`src/rtl/grid_loader.sv`:
```
// grid_loader: collects nine 4-bit digits into a 3x3 grid (row-major) and
// presents it to a downstream magic-square checker with a valid/ack handshake.
// Optional duplicate detection is enabled by defining GRID_DUP_CHECK_EN.
module grid_loader #(
  parameter bit CLEAR_ON_ACK = 1'b1
) (
  input  logic       clock,
  input  logic       reset_L,
  input  logic [3:0] digit,
  input  logic       digit_valid,
  output logic       digit_ready,
  input  logic       clear,
  output logic [3:0] num1,
  output logic [3:0] num2,
  output logic [3:0] num3,
  output logic [3:0] num4,
  output logic [3:0] num5,
  output logic [3:0] num6,
  output logic [3:0] num7,
  output logic [3:0] num8,
  output logic [3:0] num9,
  output logic       grid_valid,
  input  logic       grid_ack,
  output logic [3:0] count,
  output logic       grid_dup
);

  typedef enum logic {
    LOAD = 1'b0,
    FULL = 1'b1
  } state_t;

  state_t     state_reg, state_next;
  logic [3:0] count_reg, count_next;
  logic [3:0] cell_reg [9];
  logic       accept;
  logic       ack_take;

  // Handshake qualifiers; clear always wins over both.
  assign accept   = (state_reg == LOAD) && digit_valid && !clear;
  assign ack_take = (state_reg == FULL) && grid_ack && !clear;

  // Next-state and cell-count logic.
  always_comb begin
    state_next = state_reg;
    count_next = count_reg;
    if (clear) begin
      state_next = LOAD;
      count_next = 4'd0;
    end else begin
      case (state_reg)
        LOAD: begin
          if (accept) begin
            count_next = count_reg + 4'd1;
            // The ninth digit completes the grid on this same edge.
            if (count_reg == 4'd8) begin
              state_next = FULL;
            end
          end
        end
        FULL: begin
          if (grid_ack) begin
            state_next = LOAD;
            count_next = 4'd0;
          end
        end
        default: begin
          state_next = LOAD;
          count_next = 4'd0;
        end
      endcase
    end
  end

  // State and count registers.
  always_ff @(posedge clock or negedge reset_L) begin
    if (!reset_L) begin
      state_reg <= LOAD;
      count_reg <= 4'd0;
    end else begin
      state_reg <= state_next;
      count_reg <= count_next;
    end
  end

  // One register per grid cell; a cell loads only when it is the next slot.
  genvar gi;
  generate
    for (gi = 0; gi < 9; gi++) begin : g_cell
      // Cell gi: cleared by reset/clear (and by ack when CLEAR_ON_ACK), loaded on its accept.
      always_ff @(posedge clock or negedge reset_L) begin
        if (!reset_L) begin
          cell_reg[gi] <= 4'd0;
        end else if (clear) begin
          cell_reg[gi] <= 4'd0;
        end else if (accept && (count_reg == 4'(gi))) begin
          cell_reg[gi] <= digit;
        end else if (ack_take && CLEAR_ON_ACK) begin
          cell_reg[gi] <= 4'd0;
        end
      end
    end
  endgenerate

  assign num1        = cell_reg[0];
  assign num2        = cell_reg[1];
  assign num3        = cell_reg[2];
  assign num4        = cell_reg[3];
  assign num5        = cell_reg[4];
  assign num6        = cell_reg[5];
  assign num7        = cell_reg[6];
  assign num8        = cell_reg[7];
  assign num9        = cell_reg[8];
  assign count       = count_reg;
  assign grid_valid  = (state_reg == FULL);
  // Ready depends on state only, so there is no path from digit_valid.
  assign digit_ready = (state_reg == LOAD);

`ifdef GRID_DUP_CHECK_EN
  logic dup_any;

  // Pairwise comparison of all 36 cell pairs.
  always_comb begin
    dup_any = 1'b0;
    for (int i = 0; i < 9; i++) begin
      for (int j = i + 1; j < 9; j++) begin
        if (cell_reg[i] == cell_reg[j]) begin
          dup_any = 1'b1;
        end
      end
    end
  end

  assign grid_dup = grid_valid && dup_any;
`else
  assign grid_dup = 1'b0;
`endif

endmodule
```
`config.mk`:
```
export PLATFORM = sky130hd
export DESIGN_NAME = grid_loader
export DESIGN_NICKNAME = d
export VERILOG_FILES = /design/src/rtl/grid_loader.sv
export SDC_FILE = /design/constraint.sdc
export NUM_CORES = 1
export LEC_CHECK = 0
export ABC_AREA = 1
export BUFFER_PORTS_ARGS = -buffer_cell sky130_fd_sc_hd__buf_2
export CAP_MARGIN = 20
export CORE_MARGIN = 3
export CORE_UTILIZATION = 35
export DETAILED_ROUTE_END_ITERATION = 16
export PLACE_DENSITY = 0.54
export SLEW_MARGIN = 20
export SYNTH_ARGS = -nofsm -noshare
export SYNTH_HDL_FRONTEND = slang
export SYNTH_SLANG_ARGS = --single-unit
```
`constraint.sdc`:
```
create_clock -name clock -period 3 [get_ports clock]
set_input_delay 0.6 -clock clock [delete_from_list [all_inputs] [get_ports clock]]
set_output_delay 0.6 -clock clock [all_outputs]
set_load 0.02 [all_outputs]
```
Word-level counts from Yosys, hierarchy flattened

Index checks and enable logic that the tools add are counted.

Register bits after elaboration: 41
Bits of input ports: 9
Word-level logic and storage cells: 76

Add/subtract/negate cells: 1
Equal/unequal tests: 10
Muxes and demuxes: 28
Bitwise operators: 1
Reductions and logical operators: 25

Operators by type and width:

| operator                                               | number |
|---|---|
| two-way mux 4 bit                                      | 22 |
| nonzero test 3 bit                                     | 9 |
| equality test 4 x 3 -> 1 bit (second input constant)   | 4 |
| logical AND 1 bit                                      | 13 |
| equality test 4 x 2 -> 1 bit (second input constant)   | 2 |
| case mux 4 bit (2 select lines)                        | 1 |
| adder 4 x 1 -> 4 bit (second input constant)           | 1 |
| equality test 4 x 1 -> 1 bit (second input constant)   | 1 |
| equality test 4 bit (second input constant)            | 1 |
| logical NOT 4 bit                                      | 1 |
| two-way mux 1 bit                                      | 4 |
| inequality test 3 x 1 -> 1 bit (second input constant) | 1 |
| inequality test 3 bit (second input constant)          | 1 |
| case mux 1 bit (2 select lines)                        | 1 |
| AND reduction 2 bit                                    | 1 |
| logical NOT 1 bit                                      | 1 |
| inverter 1 bit                                         | 1 |

Logic depth before layout (Yosys ltp)

Word-level depth: 6
Mapped depth: 7
Mapped depth without buffers: 7

Worst setup path before layout

OpenSTA, ideal clock, no wires.

Kind: reg-to-reg
Start point: reg count_reg[0], in the netlist count[0]
End point: reg cell_reg (netlist bit num3[0])
Library setup time: 0.118 ns
Arrival time: 1.208 ns
Setup slack: 1.674 ns
Stages on the path, launching flop included: 8
Path buffers: 0
Clock period less this slack: 1.326 ns
Cell sequence: dfrtp_1 -> inv_1 -> ha_1 -> inv_1 -> nor2_2 -> nand2_1 -> nand3_1 -> nand2_1

Word-level cells in the longest chain between the ends: 4
Elaborated cells between the ends (all ways): 5
Classes of those cells: eq/ne: 1; mux: 2; reduce/logical: 2

RTL lines:

| element                        | RTL line | text |
|---|---|---|
| start: declaration             | 34       | `logic [3:0] count_reg, count_next;` |
| start signal: assignment       | 82       | `count_reg <= count_next;` |
| equality test 4 x 2 -> 1 bit * | 96       | `end else if (accept && (count_reg == 4'(gi))) begin` |
| logical AND 1 bit *            | 96       |  |
| two-way mux 4 bit              | 96       |  |
| two-way mux 4 bit              | 94       | `end else if (clear) begin` |
| end signal: indexed assignment | 97       | `cell_reg[gi] <= digit;` |
| end: declaration               | 35       | `logic [3:0] cell_reg [9];` |

Every way passes the cells marked *; elsewhere a longest branch is shown, timed or not.
A chain may end at the register's enable or synchronous reset.

Worst setup path after layout

Start point: reg state_reg, in the netlist grid_valid
End point: reg cell_reg (netlist bit num2[1])

Word-level cells in the longest chain between the ends: 6
Elaborated cells between the ends (all ways): 9
Classes of those cells: mux: 2; bitwise: 1; reduce/logical: 6

RTL lines:

| element                        | RTL line | text |
|---|---|---|
| start: declaration             | 33       | `state_t state_reg, state_next;` |
| start signal: assignment       | 81       | `state_reg <= state_next;` |
| inverter 1 bit                 | 40       | `assign accept = (state_reg == LOAD) && digit_valid && !clear;` |
| logical AND 1 bit (2 in a row) | 40       |  |
| logical AND 1 bit              | 96       |  |
| two-way mux 4 bit              | 96       |  |
| two-way mux 4 bit              | 94       |  |

Parallel ways exist; a longest one is shown, timed or not.

==> impl_metrics.tcl <==
set metrics [dict create \
    fin_setup_tns_ps 0 \
    worst_path_largest_cell_delay_ps 740 \
    hold_ws_ps 445.8 \
    cp.buffers_inverters 1 \
    die-height_um 81.63 \
    total_switching_power_uw 284.1 \
    most_common_cell_after_layout_fill_and_taps_aside "sky130_fd_sc_hd__nand2_1" \
    setup_violations 0 \
    r2r_slack_ps 1260 \
    yosys_warnings 0 \
    nNetsFinal 295 \
    die_area_sq_mm 0.006663 \
    worst_slew_pin_slew_ps 923.2 \
    max_cap_viol_count 0 \
    hold_path.class "primary input to async pin" \
    syn_avg_cell_area_sq_um 8.592 \
    number_of_standard_cell_rows_in_the_floorplan 26 \
    wire_length_of_the_first_global_routing_pass_mm 7.838 \
    critical_path.slowest_cell "sky130_fd_sc_hd__a21oi_2" \
    start_kind "flop" \
    detail-route-antenna-nets 0 \
    synth_seq_area_share 0.5125 \
    violation_count_after_the_first_detailed_route_iteration 92 \
    power-per-cell-area_mw_per_mm2 469.5 \
    period_share 0.5804 \
    drc 0 \
    postSynthRegisterBits 41 \
    report.final.hold_viol_count 0 \
    routed_wl_mm 4.745 \
    vias_per_cell 4.696 \
    leakage_nw 1.393 \
    dieWidth_um 81.63 \
    critPathTopFamily "compound AO/OA/AOI/OAI gates" \
    worstSetupEndpointType "flop" \
    gp_congestion 0.8897 \
    fill_cells 561 \
    hold_buffers 0 \
    finish.instance_area_sq_mm 0.002386 \
    initial_antenna_violation_count 0 \
    drive_gt1_frac 0.2908 \
    dp_hpwl_mm 3.482 \
    power.ir.vdd_worst_mv 0.1832 \
    r2r-start "grid_valid" \
    overflow 0 \
    p_int_uw 836.1 \
    setup_repair_after_global_routing_missed_its_margin "no" \
    core_area_sq_mm 0.005303 \
    swShare 0.2536 \
    worst-endpoint-arrival_ps 1970 \
    detail_route.wl_per_cell_um 13.48 \
    place_area_sq_mm 0.002282 \
    mostFrequentLayoutCells "sky130_fd_sc_hd__nand2_1 (83), sky130_fd_sc_hd__buf_2 (50), sky130_fd_sc_hd__nand3_1 (46)" \
    vias 1653 \
    detailedRoute.firstPassIterationCount 4 \
    tritoncts "yes" \
    maxClockFrequency_mhz 574.3 \
    clock-skew-final_ps 8.768 \
    critical_path_data_required_time_ps 3230 \
    power_frac_seq 0.510 \
    clk_slew_on_worst_s_h_paths_ps 70 \
    antenna_cells 0 \
    netlist_area_sq_mm 0.002002 \
    timing.critical_path.cells "a21oi_2 -> buf_4 -> nand3_1 -> nand2_1" \
    area.growth.synth_to_final_pct 19.19 \
    run_status "finished clean" \
    postCtsSetupRepairBufs 0 \
    critical_path_class "flop to flop" \
    initial_core_util 0.3775 \
    cts_max_path_buffers 2 \
    cts_resized 0 \
    slew_limit_fails 0 \
    port-buffer-count 50 \
    number_of_h_tree_branching_levels 2 \
    via_count_of_the_first_global_routing_pass 1523 \
    syn-instance-count 233 \
    grt_start_max_net_pins 42 \
    gr-usage-all-layers 0.1553 \
    p_comb_frac 0.107 \
    cts_buffers 5 \
    timing.final.crit_period_ps 1741 \
    cp-startpoint "grid_valid" \
    syn-num-nets 246 \
    slew_headroom 0.3845 \
    worst-path-max-fanout 20 \
    pin_count 52 \
    synth.lib_cells_used.distinct 21 \
    clockRootBuffer "sky130_fd_sc_hd__clkbuf_8" \
    worstSkewPairLatency_ps 290 \
    clk_sink_count 41 \
    share_of_power_burned_in_the_clock_network 0.383 \
]
==> logic make-up after synthesis <==
family | Yosys count | synth area share
and+or+nand+nor | 160 | 0.3881
DFF | 41 | 0.5125
buffers and inverters | 23 | 0.06062
AOI/OAI and AO/OA | 4 | 0.01187
adders and majority gates | 4 | 0.02500
other | 1 | 0.001873
==> metrics by stage <==
step	total power, mW	worst slack (ps)	util	cells
after global placement	0.7040	1053	0.4304	345
after global routing	1.175	1140	0.4500	352
final	1.120	1259	0.4500	352
after floorplan	0.6618	1674	-	233
after detailed placement	0.7044	1037	0.4304	345
after CTS	1.136	1248	0.4500	352
==> worst register-to-register path, cell delays in order (launching register included) <==
cell and delay [ps]:
sky130_fd_sc_hd__dfrtp_1 460, sky130_fd_sc_hd__a21oi_2 740, sky130_fd_sc_hd__buf_4 330, sky130_fd_sc_hd__nand3_1 90, sky130_fd_sc_hd__nand2_1 60
==> final cells by class <==
cell class,count,area [sq um],area share
flip-flops and latches,41,1026,0.4300
inverters,13,48.80,0.02045
clock buffers,5,68.82,0.02884
clock inverters,2,35.03,0.01468
multi-input cells,169,854.6,0.3582
repair buffers,52,265.3,0.1112
well taps,70,87.58,0.03671
==> layer usage <==
metal,wire length (um),vias up,global-route usage
met5,0,-,0
met4,27,0,0.05482
met3,287,2,0.03509
met2,2117,48,0.2272
met1,2312,765,0.2248
li1,-,838,-
==> cell usage after synthesis <==
cell type                  instances  share of area
sky130_fd_sc_hd__nand2_1          83           0.16
sky130_fd_sc_hd__nand3_1          46           0.11
sky130_fd_sc_hd__dfrtp_1          41           0.51
sky130_fd_sc_hd__nor2_1           11          0.021
sky130_fd_sc_hd__inv_1             9          0.017
sky130_fd_sc_hd__nor2_4            9          0.051
sky130_fd_sc_hd__buf_2             4          0.010
sky130_fd_sc_hd__ha_1              4          0.025
sky130_fd_sc_hd__inv_2             4         0.0075
sky130_fd_sc_hd__nand2_4           4          0.022
sky130_fd_sc_hd__buf_4             2         0.0075
sky130_fd_sc_hd__buf_6             2          0.011
sky130_fd_sc_hd__clkbuf_4          2         0.0075
sky130_fd_sc_hd__nand2_2           2         0.0062
sky130_fd_sc_hd__nand4_1           2         0.0062
sky130_fd_sc_hd__nor2_2            2         0.0062
sky130_fd_sc_hd__o21ai_0           2         0.0050
sky130_fd_sc_hd__a21oi_1           1         0.0025
sky130_fd_sc_hd__a21oi_2           1         0.0044
sky130_fd_sc_hd__conb_1            1         0.0019
sky130_fd_sc_hd__nand3_2           1         0.0050
==> power groups by stage <==
| stage | clock [mW] | sequential [mW] | combinational [mW] |
|---|---|---|---|
| 2_1_floorplan | 0 | 0.596 | 0.0660 |
| 3_3_place_gp | 0 | 0.583 | 0.121 |
| 3_5_place_dp | 0 | 0.583 | 0.121 |
| 4_1_cts | 0.442 | 0.572 | 0.122 |
| 5_1_grt | 0.468 | 0.573 | 0.134 |
| 6_report | 0.429 | 0.572 | 0.119 |
==> path summary, 6_finish.rpt <==
check / endpoint / cells after the start
max in group asynchronous: num7[0] / 1
worst max-delay path: num2[1] / 4
worst min register to register: num2[0] / 2
worst min-delay path: num2[1] / 1
worst max register to register: num2[1] / 4
min in group clock: num2[0] / 2
(Power assumes the default switching activity.)
